## src/rtl/booth_mult_seq_if.sv

```systemverilog
// Bus between the multdiv controller and booth_mult_seq.
// Carries the start/operand/result handshake and the operand/sum link to the
// shared WIDTH-bit carry-lookahead adder that sits outside the multiplier.
// The master side issues operations and owns the adder.
// The slave side is the multiplier itself.
interface booth_mult_seq_if #(
  parameter int WIDTH = 32
);
  // Operation request
  logic             ctrl_MULT;
  logic [WIDTH-1:0] data_operandA;
  logic [WIDTH-1:0] data_operandB;

  // Shared adder link: operands out of the multiplier, sum back in the same cycle
  logic [WIDTH-1:0] add_a;
  logic [WIDTH-1:0] add_b;
  logic             add_cin;
  logic [WIDTH-1:0] add_sum;

  // Completion
  logic [WIDTH-1:0] data_result;
  logic             data_exception;
  logic             data_resultRDY;

  modport master (
    output ctrl_MULT, data_operandA, data_operandB, add_sum,
    input  add_a, add_b, add_cin, data_result, data_exception, data_resultRDY
  );

  modport slave (
    input  ctrl_MULT, data_operandA, data_operandB, add_sum,
    output add_a, add_b, add_cin, data_result, data_exception, data_resultRDY
  );
endinterface

```

## src/rtl/booth_mult_seq.sv

```systemverilog
// booth_mult_seq: multi-cycle signed WIDTH x WIDTH radix-2 Booth multiplier.
// Each BUSY cycle it drives one add/subtract operand set into an external
// WIDTH-bit carry-lookahead adder and folds the same-cycle sum back into the
// {AC, Q, q_1} shift register. It returns the low WIDTH product bits and a
// flag that is set when the full product does not fit in WIDTH signed bits.
//
// Timing: the start edge loads the operands. Edges 1..WIDTH after it each
// perform one Booth iteration. Edge WIDTH+1 latches the result and raises
// data_resultRDY, which stays high for exactly that one cycle (the DONE state).
//
// Optional feature, macro MULTDIV_ZERO_BYPASS_EN:
//   defined   - a zero operand on the start edge skips every iteration. The
//               result (0, no exception) is ready one edge after the start.
//   undefined - zero operands run the full WIDTH-iteration path.
module booth_mult_seq #(
  parameter int WIDTH = 32
) (
  input  logic              clock,
  input  logic              reset,
  booth_mult_seq_if.slave   bus
);

  localparam int CNT_W = $clog2(WIDTH + 1);
  localparam logic [CNT_W-1:0] LAST_ITER = CNT_W'(WIDTH);

  typedef enum logic [1:0] {
    IDLE = 2'd0,
    BUSY = 2'd1,
    DONE = 2'd2
  } state_t;

  // Signed overflow of a + b (+cin) as seen by a WIDTH-bit adder.
  function automatic logic add_overflow(input logic [WIDTH-1:0] a,
                                        input logic [WIDTH-1:0] b,
                                        input logic [WIDTH-1:0] s);
    return (a[WIDTH-1] == b[WIDTH-1]) && (s[WIDTH-1] != a[WIDTH-1]);
  endfunction

  // The product fits in WIDTH signed bits iff the upper half is a pure
  // sign extension of the low half's MSB.
  function automatic logic product_fits(input logic [WIDTH-1:0] hi,
                                        input logic             lo_msb);
    return hi == {WIDTH{lo_msb}};
  endfunction

  state_t                   state_q, state_d;
  logic signed [WIDTH-1:0]  ac_q, ac_d;
  logic signed [WIDTH-1:0]  q_q, q_d;
  logic                     q1_q, q1_d;
  logic signed [WIDTH-1:0]  m_q, m_d;
  logic [CNT_W-1:0]         count_q, count_d;
  logic [WIDTH-1:0]         result_q, result_d;
  logic                     exc_q, exc_d;
  logic                     rdy_q, rdy_d;

  logic                     iterating;
  logic [WIDTH-1:0]         add_a_c;
  logic [WIDTH-1:0]         add_b_c;
  logic                     add_cin_c;
  logic                     ov;
  logic                     sign_fix;

  // Adder operand selection from the Booth pair {Q[0], q_1}; zero outside iterations.
  always_comb begin
    add_a_c   = '0;
    add_b_c   = '0;
    add_cin_c = 1'b0;
    iterating = (state_q == BUSY) && (count_q < LAST_ITER);
    if (iterating) begin
      add_a_c = ac_q;
      case ({q_q[0], q1_q})
        2'b01: begin
          add_b_c = m_q;
        end
        2'b10: begin
          add_b_c   = ~m_q;
          add_cin_c = 1'b1;
        end
        default: begin
          add_b_c   = '0;
          add_cin_c = 1'b0;
        end
      endcase
    end
    // A wrapped sum has the wrong MSB; the true sign is the flipped MSB.
    ov       = add_overflow(add_a_c, add_b_c, bus.add_sum);
    sign_fix = bus.add_sum[WIDTH-1] ^ ov;
  end

  // Next-state logic for the controller and the {AC, Q, q_1} shift register.
  always_comb begin
    state_d  = state_q;
    ac_d     = ac_q;
    q_d      = q_q;
    q1_d     = q1_q;
    m_d      = m_q;
    count_d  = count_q;
    result_d = result_q;
    exc_d    = exc_q;
    rdy_d    = 1'b0;

    if (bus.ctrl_MULT) begin
      // A start in any state (including mid-op) reloads and restarts.
      state_d = BUSY;
      m_d     = bus.data_operandA;
      q_d     = bus.data_operandB;
      ac_d    = '0;
      q1_d    = 1'b0;
      count_d = '0;
`ifdef MULTDIV_ZERO_BYPASS_EN
      // Skip straight to the finishing cycle with an all-zero product.
      if ((bus.data_operandA == '0) || (bus.data_operandB == '0)) begin
        q_d     = '0;
        count_d = LAST_ITER;
      end
`endif
    end else begin
      case (state_q)
        BUSY: begin
          if (iterating) begin
            {ac_d, q_d, q1_d} = {sign_fix, bus.add_sum, q_q};
            count_d           = count_q + CNT_W'(1);
          end else begin
            result_d = q_q;
            exc_d    = ~product_fits(ac_q, q_q[WIDTH-1]);
            rdy_d    = 1'b1;
            state_d  = DONE;
          end
        end
        DONE: begin
          state_d = IDLE;
        end
        default: begin
          state_d = IDLE;
        end
      endcase
    end
  end

  // All state, including the registered outputs, updates here with synchronous reset.
  always_ff @(posedge clock) begin
    if (reset) begin
      state_q  <= IDLE;
      ac_q     <= '0;
      q_q      <= '0;
      q1_q     <= 1'b0;
      m_q      <= '0;
      count_q  <= '0;
      result_q <= '0;
      exc_q    <= 1'b0;
      rdy_q    <= 1'b0;
    end else begin
      state_q  <= state_d;
      ac_q     <= ac_d;
      q_q      <= q_d;
      q1_q     <= q1_d;
      m_q      <= m_d;
      count_q  <= count_d;
      result_q <= result_d;
      exc_q    <= exc_d;
      rdy_q    <= rdy_d;
    end
  end

  assign bus.add_a          = add_a_c;
  assign bus.add_b          = add_b_c;
  assign bus.add_cin        = add_cin_c;
  assign bus.data_result    = result_q;
  assign bus.data_exception = exc_q;
  assign bus.data_resultRDY = rdy_q;

endmodule

```

## src/flat_wrapper.sv

```systemverilog
// flat-port wrapper written by rule: the top's interface ports become plain ports
module booth_mult_seq_flat 
#(
  parameter int WIDTH = 32
)
  (clock, reset, bus_ctrl_MULT, bus_data_operandA, bus_data_operandB, bus_add_sum, bus_add_a, bus_add_b, bus_add_cin, bus_data_result, bus_data_exception, bus_data_resultRDY);
  booth_mult_seq_if #(.WIDTH(WIDTH)) bus_i ();
  input  logic clock;
  input  logic reset;
  input wire logic [$bits(bus_i.ctrl_MULT)-1:0] bus_ctrl_MULT;
  input wire logic [$bits(bus_i.data_operandA)-1:0] bus_data_operandA;
  input wire logic [$bits(bus_i.data_operandB)-1:0] bus_data_operandB;
  input wire logic [$bits(bus_i.add_sum)-1:0] bus_add_sum;
  output wire logic [$bits(bus_i.add_a)-1:0] bus_add_a;
  output wire logic [$bits(bus_i.add_b)-1:0] bus_add_b;
  output wire logic [$bits(bus_i.add_cin)-1:0] bus_add_cin;
  output wire logic [$bits(bus_i.data_result)-1:0] bus_data_result;
  output wire logic [$bits(bus_i.data_exception)-1:0] bus_data_exception;
  output wire logic [$bits(bus_i.data_resultRDY)-1:0] bus_data_resultRDY;
  assign bus_i.ctrl_MULT = bus_ctrl_MULT;
  assign bus_i.data_operandA = bus_data_operandA;
  assign bus_i.data_operandB = bus_data_operandB;
  assign bus_i.add_sum = bus_add_sum;
  assign bus_add_a = bus_i.add_a;
  assign bus_add_b = bus_i.add_b;
  assign bus_add_cin = bus_i.add_cin;
  assign bus_data_result = bus_i.data_result;
  assign bus_data_exception = bus_i.data_exception;
  assign bus_data_resultRDY = bus_i.data_resultRDY;
  booth_mult_seq #(.WIDTH(WIDTH)) u_core (.clock(clock), .reset(reset), .bus(bus_i));
endmodule
```

## config.mk

```make
export PLATFORM = sky130hd
export DESIGN_NAME = booth_mult_seq_flat
export DESIGN_NICKNAME = d
export VERILOG_FILES = /design/src/rtl/booth_mult_seq_if.sv /design/src/rtl/booth_mult_seq.sv /design/src/flat_wrapper.sv
export SDC_FILE = /design/constraint.sdc
export NUM_CORES = 1
export LEC_CHECK = 0
export BUFFER_PORTS_ARGS = -buffer_cell sky130_fd_sc_hd__buf_4
export CAP_MARGIN = 20
export CORE_ASPECT_RATIO = 1.5
export CORE_MARGIN = 10
export CORE_UTILIZATION = 30
export CTS_BUF_LIST = sky130_fd_sc_hd__clkbuf_8
export DETAILED_ROUTE_END_ITERATION = 10
export PLACE_DENSITY_LB_ADDON = 0.1
export SLEW_MARGIN = 10
export SYNTH_ARGS = -nofsm -noshare
export SYNTH_HDL_FRONTEND = slang
export SYNTH_SLANG_ARGS = --single-unit
```

## constraint.sdc

```tcl
create_clock -name clock -period 3.7 [get_ports clock]
set_clock_uncertainty 0.1 [all_clocks]
set_input_delay 0.37 -clock clock [delete_from_list [all_inputs] [get_ports clock]]
set_output_delay 0.37 -clock clock [all_outputs]
set_load 0.02 [all_outputs]
```

# == After elaboration in Yosys (flattened, before gate mapping) ==
# Cells that the tools add are included.
# word_totals
reg_bits,139
output_inout_bits,99
# op_classes
add_sub_neg,1
bitwise,6
eq_ne,7
order_cmp,1
reduce_logical,9
muxes,12
# op_table
operator,count
$mux 32,5
$pmux 32 s2,1
$eq 32x32->1,1
$not 32->32,1
$add 6x1->6 const B,1
$lt 6x6->1 const B,1
$mux 1,6
$eq 2x1->1 const B,2
$not 1->1,4
$reduce_and 2->1,2
$reduce_bool 2->1,2
$ne 3x3->1 const B,1
$reduce_and 3->1,1
$reduce_or 3->1,1
$eq 2x2->1 const B,1
$logic_and 1x1->1,2
$reduce_or 2->1,1
$eq 1x1->1,1
$ne 1x1->1,1
$xor 1x1->1,1

# == Depth between registers and ports, before layout ==
# Gate-level depths: netlist of run 1.
# logic_depth
word_depth,6
ltp_mapped,6
depth_no_buf,4

# == Worst setup path before layout of run 1 ==
# Ideal clock, no wire load.
# synth_path
path_kind,reg2out
start,register u_core.count_q[5]
end,output bus_add_b[10]
path_stages_with_launch,6
t_arrival_ns,1.502
setup_slack_ns,1.728
required_ns,3.230
path_cell_list,dfxtp_1 or3b_1 buf_2 buf_2 buf_1 nor2_1
# synth_via
elab_chain_cells,3
# synth_lines
element,line,source
from (decl),booth_mult_seq.sv:51,"logic [CNT_W-1:0] count_q, count_d;"
from (signal assigned),booth_mult_seq.sv:158,count_q <= count_d;
$lt 6x6->1,booth_mult_seq.sv:68,iterating = (state_q == BUSY) && (count_q < LAST_ITER);
$logic_and 1x1->1,booth_mult_seq.sv:68,
$mux 32,booth_mult_seq.sv:69,if (iterating) begin
to (decl),flat_wrapper.sv:15,output wire logic [$bits(bus_i.add_b)-1:0] bus_add_b;
# No other way between the ends.

# == Worst setup path after layout of run 1 ==
# layout_path
start,register u_core.q1_q
end,output bus_add_b[11]
# layout_via
elab_chain_cells,3
# layout_lines
element,line,source
from (decl),booth_mult_seq.sv:49,"logic q1_q, q1_d;"
from (signal assigned),booth_mult_seq.sv:156,q1_q <= q1_d;
$eq 2x2->1 or $eq 2x1->1 (tied branches),booth_mult_seq.sv:71,"case ({q_q[0], q1_q})"
$pmux 32 s2 (*),booth_mult_seq.sv:71,
$mux 32 (*),booth_mult_seq.sv:69,
# Mark *: on every way between the ends. The rest lies on a longest branch, timed or not.

==> results of run 1 <==
-- worst max-delay path by stage --
stage	startpoint	to	cells past startpoint
after floorplan	u_core.count_q[5]	bus_add_b[10]	5
after global placement	u_core.state_q[1]	u_core.q_q[31]	5
after detailed placement	u_core.state_q[1]	u_core.q_q[31]	5
after CTS	u_core.q1_q	bus_add_b[19]	5
after global routing	u_core.q1_q	bus_add_b[19]	5
final	u_core.q1_q	bus_add_b[11]	5
-- stage by stage --
| stage | hold slack [ns] | cells | power [mW] | cell area [sq um] |
|---|---|---|---|---|
| final | 0.05061 | 1249 | 3.280 | 8110 |
| after global routing | 0.02879 | 1249 | 3.449 | 8110 |
| after CTS | 0.01446 | 1248 | 3.344 | 8108 |
| after detailed placement | 0.3474 | 1216 | 1.999 | 7686 |
| after global placement | 0.3442 | 1216 | 1.999 | 7686 |
| after floorplan | 0.3454 | 813 | 1.837 | 6047 |
-- logic make-up (layout without fill, tap and decap cells) --
group	Yosys count	in the layout	share of synthesized area, %
mux	32	32	5.297
xor+xnor	4	4	0.5795
compound gates	167	167	15.33
simple gates	407	407	28.29
fa+ha+maj	1	1	0.2069
other cells	0	1	0
buf+inv	63	238	4.283
flops	139	139	46.02
-- metal layers --
metal	vias up	GRT usage, %	wire (um)
met1	2589	15.84	7822
met3	14	4.772	1069
met2	117	24.42	9642
met4	0	4.970	264
met5	-	0	0
li1	2985	-	-
-- cell usage after synthesis --
library cell,number,area share [%]
dfxtp_1,139,46
or2_2,1,0.10
nor2b_1,1,0.10
a31oi_1,1,0.10
nor2_1,107,6.6
nor3b_2,1,0.21
clkbuf_1,37,2.3
mux2i_1,32,5.3
or3b_1,1,0.14
nand2_1,232,14
a21o_1,32,4.0
o21ba_2,1,0.17
nand3b_1,1,0.12
nand2b_1,1,0.10
o22ai_1,1,0.10
nand3_1,4,0.33
buf_2,18,1.5
ha_1,1,0.21
or4_1,3,0.37
nor3_1,7,0.58
nand4bb_1,1,0.19
o21ai_0,1,0.083
xnor2_1,1,0.14
o31a_1,1,0.14
buf_1,8,0.50
or3b_2,1,0.14
or3_1,3,0.31
nor4bb_1,1,0.17
xor2_1,3,0.43
and2_2,1,0.12
a21oi_1,130,11
nand4_1,6,0.62
nor4_1,4,0.41
and2_1,31,3.2
-- power groups by stage --
stage	sequential, mW	clock (mW)	combinational, mW
2_1_floorplan	1.61	0	0.225
3_3_place_gp	1.63	0	0.373
3_5_place_dp	1.63	0	0.373
4_1_cts	1.59	1.38	0.375
5_1_grt	1.60	1.44	0.413
6_report	1.59	1.32	0.365
-- cell type report --
cell class	instances	area (sq um)	area share (%)
tap	260	325.3	4.011
antenna	1	2.502	0.03085
timing repair buffer	206	1546	19.07
clock inverter	15	187.7	2.314
clock buffer	17	234.0	2.885
sequential	139	2783	34.31
multi-input combinational	611	3032	37.38
-- sequential cells by signal (all words and copies together) (netlist names) --
| register | cells |
|---|---|
| u_core.ac_q | 32 |
| u_core.bus.data_exception | 1 |
| u_core.bus.data_result | 32 |
| u_core.bus.data_resultRDY | 1 |
| u_core.count_q | 6 |
| u_core.m_q | 32 |
| u_core.q1_q | 1 |
| u_core.q_q | 32 |
| u_core.state_q | 2 |
-- critical path, delay by kind of cell, from the launching register on --
family	cells	cell delay [ns]
AND/OR/NAND/NOR	2	0.71
buffers and inverters	2	0.50
flip-flops	1	0.37
AO/OA/AOI/OAI	1	0.09
==> metrics, run 1 <==
Crit-path slowest cell=nor2b_2; final setup TNS=0 ns; ANT nets after route=0; R2R setup slack=1.44 ns; postcts setup bufs=0; DIE AREA=26350 sq um; CTS Buf Count=17; RSZ-0062 raised after global routing=false; crit path max fanout=16; period utilization=70.30%; yosys warns=0; Hold Buf Count CTS=0; Pre-Repair DR Iteration Count=4; status=completed; Final #Nets=1075; maximum clock rate=0.3845 GHz; Worst R2R Path Depth=5; CP Launch Type=flip-flop; Slew HR=48.68%; core footprint=19790 sq um; Setup WS pre-CTS=1.408 ns; sw power=0.8878 mW; Crit. End Element=output port; Comb pwr share=11.1%; CTS tree=built; vias in the first global route=5788; Slowest Stage Delay on Critical Path=0.59 ns; root buffer cell=clkbuf_8; Tmin final=2.601 ns; synth-to-layout area growth=34.12%; Avg WL per Cell=15.05 um; switching part of the total=27.07%; routed via count=5705; most frequent cells in the layout=nand2_1 (232), buf_4 (206), dfxtp_1 (139); later-pin clock latency in the skew report=0.45 ns; CP Data Arrival Time=2.13 ns; Die Wd=135.9 um; CP Cell Sequence=nor2b_2 > buf_4 > a21oi_1 > nor2_1 > buf_4; routed wire length=18.80 mm; Reg clk slew, reported paths=0.08 ns; IO Port Bufs=197; first-pass GRT wire length=30.21 mm; Worst VDD drop=0.1825 mV; fill count=2192; CTS max path bufs=2; final core utilization=40.99%; Mapped Area=6047 sq um; initial antenna violation count=1; reg2reg start=u_core.state_q[1]; layout cells sized above 1=24.90%; RR Endpoint=u_core.q_q[26]; gpl congestion=0.7676; leak pwr=3.429 nW; remaining global-route overflow=0; register area share after synthesis=46.02%; Final Worst Setup Slack=1.099 ns; Starting Density=30.56%; Synth Instances=813; Die Y=193.9 um; Hold Fails Final Rpt=0; Final setup violation count=0; num rows=63; #FFs+latches synth=139; Detail Placement HPWL=12.95 mm; CTS Sinks=139; Synth cell types=34; Slew @ Worst Pin=0.7697 ns; Avg Cell Area, Syn=7.438 sq um; pin count of the biggest net entering global routing=66; commonest non-fill, non-tap cell in the layout=nand2_1; GR Util All Layers=14.22%; H-tree levels=4; hold path start=bus_data_operandA[15]; DRC=0; Min-Delay Path Class=in2reg; IO Pins=198; initial DRC count=337; vias per cell=4.568; max_cap viols=0; PD cells=404.4 nW/um^2; Clk network pwr share=40.4%; sequential share of power=48.5%; CP most frequent cell=buf_4; CP required=3.23 ns; Final Max Slew Viols=0; Syn Nets=913; critical path type=reg2out; Hold EP=u_core.m_q[15]; Cell Int Power=2.392 mW; Hold Path Stages=3; Resize count post-CTS=0
No activity file was read; power rests on OpenSTA's default activity.
==> run 2: changes to the inputs <==
- clock period: 3.7 -> 2.6 ns (I/O delays scaled with it)
==> run 2 against run 1 <==
- combinational power is 79% higher
- clock power is 55% higher
- wire length is 4.8% higher
- global-route usage is 0.82 points higher
- core utilization is 5.3 points higher
- worst setup slack worse by 0.85 ns
- cell area is 13% higher
- critical path depth stayed put
- critical path type unchanged
==> metrics, run 2 (same netlist as run 1, synthesis figures left out) <==
IO Port Bufs=197; leak pwr=3.895 nW; Final #Nets=1174; Detail Placement HPWL=13.11 mm; vias in the first global route=6244; DRC=0; Top delay family on crit path=simple AND/OR/NAND/NOR gates; routed via count=6123; H-tree levels=4; routed wire length=19.69 mm; Die Y=193.9 um; Diodes inserted=0; CP Data Arrival Time=1.99 ns; Buf/Inv on CP=2; final setup TNS=0 ns; pin count of the biggest net entering global routing=101; period utilization=90.42%; ANT nets after route=0; root buffer cell=clkbuf_8; crit path max fanout=13; postcts setup bufs=0; CP Cell Sequence=nor2b_2 > buf_4 > a21oi_1 > nor2_1 > buf_4; maximum clock rate=0.4254 GHz; CP most frequent cell=buf_4; DIE AREA=26350 sq um; hold slack=0.07224 ns; CTS Buf Count=17; remaining global-route overflow=0; max_cap viols=0; most frequent cells in the layout=nand2_1 (232), buf_4 (208), dfxtp_1 (139); CP Launch Type=flip-flop; synth-to-layout area growth=51.44%; Slew HR=51.48%; gpl congestion=0.7367; Pre-Repair DR Iteration Count=4; Hold Buf Count CTS=95; Final Max Slew Viols=0; sequential cell area=2783 sq um; CP required=2.24 ns; core footprint=19790 sq um; GR Util All Layers=15.04%; commonest non-fill, non-tap cell in the layout=nand2_1; Slowest Stage Delay on Critical Path=0.53 ns; Reg clk slew, reported paths=0.08 ns; Slew @ Worst Pin=0.7278 ns; Min-Delay Path Class=in2reg; Starting Density=30.56%; Final setup violation count=0; CTS Sinks=139; Tmin final=2.351 ns; PD cells=542.1 nW/um^2; status=completed; fill count=2060; critical path type=reg2out; num rows=63; Crit. End Element=output port; initial DRC count=360; Hold Fails Final Rpt=0; CTS tree=built; Avg WL per Cell=14.62 um; Multi-input gate area=3032 sq um; first-pass GRT wire length=32.33 mm; IO Pins=198; Worst VDD drop=0.2710 mV; layout cells sized above 1=23.00%; vias per cell=4.546; later-pin clock latency in the skew report=0.44 ns; Crit-path slowest cell=nor2b_2; RSZ-0062 raised after global routing=false; Die Wd=135.9 um; CTS max path bufs=2; Resize count post-CTS=0; initial antenna violation count=0
-- run 2: per-layer routing --
metal / track usage [%] / wire (um) / up-vias
met5: 0 / 0 / -
met4: 3.748 / 231 / 0
met2: 27.16 / 10420 / 115
met3: 4.123 / 942 / 15
met1: 16.74 / 8104 / 2809
li1: - / - / 3184
-- run 2: power breakdown --
group / switching [mW] / leakage [nW] / internal, mW / total, mW
combinational: 0.314 / 2.52 / 0.339 / 0.653
clock: 0.873 / 0.237 / 1.17 / 2.05
sequential: 0.0627 / 1.13 / 2.20 / 2.27
-- run 2: worst paths after layout --
check / cells past startpoint / slack [ns] / startpoint / to
worst min register to register: 2 / 0.36 / u_core.bus.data_result[7] / u_core.bus.data_result[7]
worst max-delay path: 5 / 0.25 / u_core.q1_q / bus_add_b[22]
worst min-delay path: 4 / 0.07 / bus_add_sum[0] / u_core.q_q[31]
worst max register to register: 5 / 0.80 / u_core.state_q[1] / u_core.q_q[0]
-- run 2: worst min-delay path: cells and delay by family --
| kind | cells | cell delay [ns] |
|---|---|---|
| AOI/OAI and AO/OA | 2 | 0.15 |
| and+or+nand+nor | 1 | 0.05 |
| buffers and inverters | 1 | 0.11 |
-- run 2: per-stage QoR --
stage | utilization (%) | instance area [sq um] | setup WS, ns | power [mW] | instances
6_report | 46.28 | 9158 | 0.2492 | 4.964 | 1347
5_1_grt | 46.28 | 9158 | 0.1049 | 5.230 | 1347
4_1_cts | 46.28 | 9158 | 0.2245 | 5.064 | 1347
3_5_place_dp | 39.13 | 7741 | 0.7299 | 2.855 | 1220
3_3_place_gp | 39.13 | 7741 | 0.7359 | 2.853 | 1220
2_1_floorplan | - | 6047 | 0.7377 | 2.614 | 813
-- run 2: area by class of cell --
type	instances	share of cell area, %
Clock buffer	18	2.705
Clock inverter	14	2.377
Multi-Input combinational cell	611	33.11
Sequential cell	139	30.39
Tap cell	260	3.552
Timing Repair Buffer	305	27.87
==> run 3: changes to the inputs <==
- GPL_TIMING_DRIVEN: default -> 0
- RECOVER_POWER: default -> 50
==> run 3 against run 2 <==
- global-route usage up 1.1 points
- critical path depth up 1
- via count up 3.4%
- power down 2.9%
- largest cell class unchanged
- largest power group unchanged
- sequential cell count unchanged
- sequential share of layout area up 0.18 points
- non-clock buffer count up 48
- worst hold slack worse by 0.018 ns
- combinational power up 4.3%
- count of clock-buffer cells in the layout unchanged
- sequential power about the same
==> metrics, run 3 (same netlist as run 1, synthesis figures left out) <==
layout cells sized above 1=19.30%; hold path start=bus_add_sum[0]; IO Port Bufs=196; DRC=0; CP required=2.24 ns; status=completed; Die Y=193.9 um; first-pass GRT wire length=34.29 mm; Final Max Slew Viols=0; Hold Path Stages=4; num rows=63; fill count=2113; vias per cell=4.538; ANT nets after route=0; DIE AREA=26350 sq um; Crit-path slowest cell=or3b_1; routed via count=6330; CP Cell Sequence=or3b_1 > buf_2 > buf_4 > clkbuf_4 > nor2_1 > buf_4; Avg WL per Cell=15.16 um; Final Worst Setup Slack=0.1448 ns; remaining global-route overflow=0; leak pwr=3.776 nW; Hold Fails Final Rpt=0; Detail Placement HPWL=15.50 mm; Top delay family on crit path=buffers and inverters; GR Util All Layers=16.10%; CP Launch Type=flip-flop; Slowest Stage Delay on Critical Path=0.36 ns; initial antenna violation count=0; RR Endpoint=u_core.bus.data_exception; commonest non-fill, non-tap cell in the layout=nand2_1; final core utilization=46.01%; Slew @ Worst Pin=0.6185 ns; Final #Nets=1222; postcts setup bufs=0; later-pin clock latency in the skew report=0.45 ns; Diodes inserted=0; CP Data Arrival Time=2.10 ns; Min-Delay Path Class=in2reg; Slew HR=58.77%; pin count of the biggest net entering global routing=20; Final setup violation count=0; Crit. End Element=output port; reg2reg start=u_core.q_q[31]; Multi-input gate area=3010 sq um; Die Wd=135.9 um; Setup WS pre-CTS=0.4370 ns; CTS max path bufs=2; critical path type=reg2out; placed inst area=7844 sq um; CTS Buf Count=17; Tmin final=2.455 ns; post-route cell area=9104 sq um; most frequent cells in the layout=nand2_1 (232), buf_4 (162), dfxtp_1 (139); Hold EP=u_core.q_q[31]; Worst R2R Path Depth=5; maximum clock rate=0.4073 GHz; PD cells=529.6 nW/um^2; CP most frequent cell=buf_4; vias in the first global route=6589; R2R setup slack=0.71 ns; CTS Sinks=139; Buf/Inv on CP=4; crit path max fanout=10; final setup TNS=0 ns; root buffer cell=clkbuf_8; CTS tree=built; synth-to-layout area growth=50.55%; initial DRC count=247; Reg clk slew, reported paths=0.09 ns; Pre-Repair DR Iteration Count=4; period utilization=94.43%; Starting Density=30.56%; H-tree levels=4; sequential cell area=2783 sq um; RSZ-0062 raised after global routing=false; gpl congestion=0.7805; Worst VDD drop=0.3044 mV; core footprint=19790 sq um; routed wire length=21.15 mm; IO Pins=198; max_cap viols=0
## run 3: cell count changes in the layout (fill, tap and decap cells not counted), moves of 2 or more
cell,previous run,this run
clkbuf_1,0,72
buf_4,208,162
buf_2,0,13
clkbuf_4,0,5
buf_1,0,4
buf_12,2,0
bufinv_16,5,3
clkbuf_2,0,2
clkinv_2,3,1
clkinvlp_4,0,2
inv_1,0,2
nor2_1,107,105
nor2_2,0,2
## run 3: per-stage QoR
step / total power, mW / hold slack, ns / cells
finish: 4.821 / 0.05388 / 1395
global route: 5.056 / 0.05048 / 1395
CTS: 4.895 / 0.02328 / 1395
detailed placement: 2.879 / 0.3476 / 1269
global placement: 2.877 / 0.3437 / 1269
floorplan: 2.614 / 0.2960 / 813
## run 3: power by group
part | switching [mW] | internal (mW)
logic | 0.336 | 0.345
registers | 0.0575 | 2.20
clock network | 0.900 | 0.980
total | 1.29 | 3.53
## run 3: cell type report
class                   instances  area share [%]
clock inverters                14           1.897
well taps                     260           3.573
flip-flops and latches        139           30.57
plain buffers                  62           2.969
multi-input cells             611           33.07
repair buffers                291           25.21
clock buffers                  18           2.721
## run 3: worst max-delay path by stage
stage,startpoint,endpoint,slack [ns],cells after the start
final,u_core.count_q[5],bus_add_b[1],0.14,6
after global routing,u_core.q_q[0],bus_add_b[24],0.004,5
after CTS,u_core.count_q[5],bus_add_b[24],0.04,6
after detailed placement,u_core.count_q[5],bus_add_b[0],0.44,6
after global placement,u_core.count_q[5],bus_add_b[0],0.44,6
after floorplan,u_core.count_q[5],bus_add_b[10],0.74,5
## run 3: what timing repair did
| action | in CTS | in global routing |
|---|---|---|
| hold buffers | 95 | 0 |
| hold endpoints to repair | 95 | 0 |
| setup endpoints to repair | 6 | 31 |
| gates resized for setup | 2 | 14 |
## run 3: routing by layer
metal,wire length [um],up-vias,global-route usage (%)
met1,8326,2885,16.77
met3,1132,22,4.564
li1,-,3280,-
met2,11370,143,30.08
met4,324,0,4.497
met5,0,-,0
## run 3: worst reg2reg max path: stages, from the launching register on
cell	delay [ns]
dfxtp_1	0.32
clkbuf_1	0.25
or3_1	0.45
nor4_1	0.22
o22ai_1	0.18
o31a_1	0.26
